`config.mk`:
```
export PLATFORM = sky130hd
export DESIGN_NAME = lzx_74hc138_seq
export DESIGN_NICKNAME = d
export VERILOG_FILES = /design/src/rtl/lzx_74hc138_seq.sv
export SDC_FILE = /design/constraint.sdc
export NUM_CORES = 1
export LEC_CHECK = 0
export BUFFER_PORTS_ARGS = -buffer_cell sky130_fd_sc_hd__buf_2
export CORE_UTILIZATION = 45
export DETAILED_ROUTE_END_ITERATION = 10
export GPL_TIMING_DRIVEN = 0
export PLACE_DENSITY_LB_ADDON = 0.15
export SETUP_SLACK_MARGIN = 0.2
export SLEW_MARGIN = 20
export SYNTH_ARGS = -nofsm -noshare
export SYNTH_HDL_FRONTEND = slang
export SYNTH_SLANG_ARGS = --single-unit
```
`constraint.sdc`:
```
create_clock -name clk -period 6.24 [get_ports clk]
set_clock_uncertainty 0.15 [all_clocks]
set_input_delay 0.624 -clock clk [delete_from_list [all_inputs] [get_ports clk]]
set_output_delay 0.624 -clock clk [all_outputs]
set_load 0.05 [all_outputs]
```
`src/rtl/lzx_74hc138_seq.sv`:
```
// Sequential 3-to-8 decoder: qualifies the encoder code, then latches an active-low one-hot line until ack or timeout.
// Optional capture counter built only when LZX_138_EVTCNT_EN is defined; otherwise evt_cnt is tied to zero.
module lzx_74hc138_seq #(
    parameter int STABLE_CYC = 2,
    parameter int TIMEOUT    = 0
) (
    input  logic       clk,
    input  logic       rst,
    input  logic [2:0] code_n,
    input  logic       gs_n,
    input  logic       g1,
    input  logic       g2a_n,
    input  logic       g2b_n,
    input  logic       ack,
    output logic [7:0] dout_n,
    output logic       valid,
    output logic       busy,
    output logic       tout,
    output logic [7:0] evt_cnt
);

    // state  | meaning
    // IDLE   | waiting for an enabled request
    // QUAL   | counting consecutive identical codes
    // HOLD   | line latched, waiting for ack or timeout
    // REARM  | released, waiting for the request to drop
    typedef enum logic [1:0] {
        S_IDLE  = 2'd0,
        S_QUAL  = 2'd1,
        S_HOLD  = 2'd2,
        S_REARM = 2'd3
    } state_t;

    localparam logic [3:0]  STABLE_W  = 4'(STABLE_CYC);
    localparam logic [15:0] TIMEOUT_W = 16'(TIMEOUT);

    state_t      state_q;
    logic [2:0]  cand_q;
    logic [3:0]  cnt_q;
    logic [15:0] tmo_q;
    logic [7:0]  dout_n_q;
    logic        valid_q;
    logic        busy_q;
    logic        tout_q;

    logic        en;
    logic        req;
    logic [3:0]  cnt_d;
    logic [15:0] tmo_d;
    logic        tmo_hit;
    logic        hold_enter;

    function automatic logic [7:0] decode_n(input logic [2:0] c);
        logic [7:0] d;
        d      = 8'hFF;
        d[~c]  = 1'b0;
        return d;
    endfunction

    always_comb begin
        en         = g1 & ~g2a_n & ~g2b_n;
        req        = en & ~gs_n;
        cnt_d      = cnt_q + 4'd1;
        tmo_d      = tmo_q + 16'd1;
        tmo_hit    = (TIMEOUT_W != 16'd0) && (tmo_d == TIMEOUT_W);
        hold_enter = 1'b0;
        // In QUAL the capture code equals cand, so code_n is used for both entry paths.
        if (state_q == S_IDLE)
            hold_enter = req && (STABLE_W == 4'd1);
        else if (state_q == S_QUAL)
            hold_enter = req && (code_n == cand_q) && (cnt_d == STABLE_W);
    end

    always_ff @(posedge clk or posedge rst) begin
        if (rst) begin
            state_q  <= S_IDLE;
            cand_q   <= 3'd0;
            cnt_q    <= 4'd0;
            tmo_q    <= 16'd0;
            dout_n_q <= 8'hFF;
            valid_q  <= 1'b0;
            busy_q   <= 1'b0;
            tout_q   <= 1'b0;
        end else begin
            tout_q <= 1'b0;
            if (hold_enter) begin
                state_q  <= S_HOLD;
                cand_q   <= code_n;
                cnt_q    <= cnt_d;
                tmo_q    <= 16'd0;
                dout_n_q <= decode_n(code_n);
                valid_q  <= 1'b1;
                busy_q   <= 1'b1;
            end else begin
                case (state_q)
                    S_IDLE: begin
                        if (req) begin
                            state_q <= S_QUAL;
                            cand_q  <= code_n;
                            cnt_q   <= 4'd1;
                            busy_q  <= 1'b1;
                        end
                    end
                    S_QUAL: begin
                        if (!req) begin
                            state_q <= S_IDLE;
                            cnt_q   <= 4'd0;
                            busy_q  <= 1'b0;
                        end else if (code_n != cand_q) begin
                            cand_q <= code_n;
                            cnt_q  <= 4'd1;
                        end else begin
                            cnt_q <= cnt_d;
                        end
                    end
                    S_HOLD: begin
                        // ack has priority, so a coincident timeout never pulses tout.
                        if (ack || tmo_hit) begin
                            state_q  <= S_REARM;
                            dout_n_q <= 8'hFF;
                            valid_q  <= 1'b0;
                            tout_q   <= ~ack;
                            cnt_q    <= 4'd0;
                        end else begin
                            tmo_q <= tmo_d;
                        end
                    end
                    S_REARM: begin
                        if (!req) begin
                            state_q <= S_IDLE;
                            busy_q  <= 1'b0;
                        end
                    end
                    default: begin
                        state_q  <= S_IDLE;
                        dout_n_q <= 8'hFF;
                        valid_q  <= 1'b0;
                        busy_q   <= 1'b0;
                    end
                endcase
            end
        end
    end

`ifdef LZX_138_EVTCNT_EN
    logic [7:0] evt_q;

    always_ff @(posedge clk or posedge rst) begin
        if (rst)
            evt_q <= 8'h00;
        else if (hold_enter)
            evt_q <= evt_q + 8'h01;
    end

    assign evt_cnt = evt_q;
`else
    assign evt_cnt = 8'h00;
`endif

    assign dout_n = dout_n_q;
    assign valid  = valid_q;
    assign busy   = busy_q;
    assign tout   = tout_q;

endmodule

```
==> results.py <==
metrics = {
    "clock_network": {
        "clock_latency_ns": 0.30,
        "cts_sinks": 19,
        "cts_tree": "done",
        "h-tree-depth": 1,
        "post-cts-setup-buffers": 0,
        "path_clk_slew_ns": 0.11,
        "cts_buffers": 3,
        "cts_resized": 0,
        "clock_path_buffers": 2,
        "holdBufCountCts": 0,
        "root_buffer": "clkbuf_4",
    },
    "floorplanning": {
        "core_area_um2": 2760,
        "fp.dieW_um": 55.8,
        "initial_core_util": 0.471,
        "die_h_um": 55.8,
        "core.rowCount": 19,
        "ios": 29,
        "die_area_um2": 3110,
    },
    "power": {
        "power.leakage_nw": 0.702,
        "peakVddDrop_v": 0.000239,
        "power_density_nw_per_um2": 409,
    },
    "logic_synthesis": {
        "synthCells": 131,
        "ys.flop_type": "dfrtp_1",
        "synthesis.area_um2": 1300,
        "synth_area_leaders": "dfrtp_1, dfstp_2, ha_1",
        "synthTopCellsByCount": "dfrtp_1, buf_4, nor2_1, nor3_1",
        "synth_cell_types": 44,
        "synth.avg_cell_area_um2": 9.92,
        "ys_seq_area_frac": 0.373,
        "synth-seq-cells": 19,
        "yosys_warnings": 0,
        "yosysTopAreaCell": "dfrtp_1",
        "synth.most_common_cell": "dfrtp_1",
        "netlist.area_leader.share": 0.212,
        "async_flop_share": 1.00,
        "synth_edf_count": 0,
    },
    "critical_path": {
        "r2r_start": "cnt_q[0]",
        "critPathCaptureType": "flop",
        "cp_data_arrival_time_ns": 2.39,
        "worst_setup_path_start_kind": "flop",
        "worstPathCellList": "ha_1 -> or2_1 -> o21ai_1 -> a31oi_2 -> o31ai_2 -> nand3_1 -> mux2_4",
        "cp-startpoint": "cnt_q[0]",
        "cpMaxStageDelayCell": "dfrtp_1",
        "critPathRequiredTime_ns": 6.29,
        "slowest_delay_ns": 0.44,
        "cp_top_family": "compound AO/OA/AOI/OAI gates",
        "path_class": "reg2reg",
        "path_max_fanout": 6,
        "cp_num_buf_inv": 0,
    },
    "timing": {
        "min_period_over_period": 0.374,
        "relSlewSlack": 0.526,
        "rsz0062_at_grt": "no",
        "setup-tns-final_ns": 0,
        "hold_ws_ns": 0.265,
        "fmax_mhz": 428,
        "setup_violations": 0,
        "setup_ws_ns": 3.90,
        "hold_viol_final": 0,
        "maxSlewViolCount": 0,
        "fin_crit_ns": 2.34,
        "worst_pin_slew_ns": 0.710,
    },
    "grt": {
        "grt_max_degree": 20,
        "grt_pass1_vias": 951,
        "grt_pass1_wl_um": 4120,
        "antenna_found_initial": 0,
        "grt_usage": 0.167,
        "grt.overflow.total": 0,
    },
    "route": {
        "antenna_left": 0,
        "highest_layer": "met4",
        "wl_met2_um": 1080,
        "wirelength_um": 2310,
        "drt_first_pass_iters": 4,
        "avgViaCountPerCell": 5.25,
        "met3_length_um": 116,
        "wl_per_cell_um": 12.2,
        "wl_met1_um": 1100,
        "num_vias": 998,
        "first_iter_violations": 7,
        "drc": 0,
    },
    "final_layout": {
        "final_layout_size_suffix_gt1_frac": 0.358,
        "nets": 176,
        "fillers": 265,
        "fin_util": 0.535,
        "antenna_cells": 0,
        "area_growth_pct": 13.6,
    },
    "place": {
        "dp_hpwl_um": 1750,
        "dp_slack_ns": 3.79,
        "gp_congestion": 0.743,
        "io_buffers": 16,
    },
    "status": {
        "status": "finished, final reports clean",
    },
    "worst_hold_path": {
        "hold_class": "in2async",
    },
    "job": {
        "cap_violations": 0,
    },
}
==> final timing paths <==
check | end | slack (ns) | cells past startpoint
worst max-delay path | flop | 3.90 | 7
worst min-delay path | busy | 0.27 | 2
worst max register to register | flop | 3.90 | 7
worst min register to register | valid | 0.35 | 1
max in group asynchronous | cand_q[2] | 5.22 | 2
min in group clk | valid | 0.35 | 1
==> area by class of cell <==
cell class              instances  area, um^2  share of cell area
flip-flops and latches         19         485               0.329
repair buffers                 16        80.1              0.0542
well taps                      31        38.8              0.0263
inverters                       5        18.8              0.0127
multi-input cells             100         711               0.481
clock inverters                 1        5.00             0.00339
clock buffers                   3        22.5              0.0153
plain buffers                  15         115              0.0780
==> placed cells by master, fill, tap and decap left out, types with 3 or more instances in the layout <==
cell type,n
buf_4,9
clkbuf_4,3
nand2_1,7
nor2_1,9
inv_1,5
conb_1,9
nand3_1,4
dfstp_2,8
dfrtp_1,11
o21ai_0,4
a21oi_1,8
ha_1,6
nor3b_1,4
o31ai_1,3
mux2_2,4
nor3_1,9
buf_2,18
buf_6,3
==> routing by layer <==
layer	track usage	up-vias
li1	-	498
met1	0.211	471
met2	0.282	25
met3	0.0512	4
met4	0.0321	0
met5	0	-
==> where the power goes <==
group / total [mW] / switching (mW) / internal [mW]
Combinational: 0.328 / 0.221 / 0.107
Sequential: 0.214 / 0.0313 / 0.182
Clock: 0.0621 / 0.0382 / 0.0239
Total: 0.604 / 0.290 / 0.314
==> through the flow <==
stage          power [mW]  std cells  cell area (um^2)
2_1_floorplan       0.487        139              1330
3_3_place_gp        0.536        186              1450
3_5_place_dp        0.546        186              1450
4_1_cts             0.611        190              1480
5_1_grt             0.646        190              1480
6_report            0.604        190              1480
==> worst reg2reg max path: cells and delay by family, from the launching register on <==
| family | cells | cell delay (ns) |
|---|---|---|
| AO/OA/AOI/OAI | 3 | 0.69 |
| flip-flops | 1 | 0.44 |
| multiplexers | 1 | 0.31 |
| AND/OR/NAND/NOR | 2 | 0.37 |
| adder cells (fa/ha/maj) | 1 | 0.28 |
==> kinds of logic (layout without fill, tap and decap cells) <==
family / count (synthesis) / after routing / synth area share
buffers and inverters: 20 / 40 / 0.103
multiplexers: 7 / 7 / 0.0626
XOR/XNOR: 3 / 3 / 0.0260
flip-flops: 19 / 19 / 0.373
adder cells (fa/ha/maj): 6 / 6 / 0.0577
AND/OR/NAND/NOR: 49 / 49 / 0.234
other: 1 / 9 / 0.00288
AO/OA/AOI/OAI: 26 / 26 / 0.141
==> sequential cells by signal (all words and copies together) (netlist names), named ones only <==
register and flops:
cand_q 3, busy 1, dout_n 8, state_q 1
valid 1, cnt_q 4
Note: power is estimated with default switching activity, not from simulation.
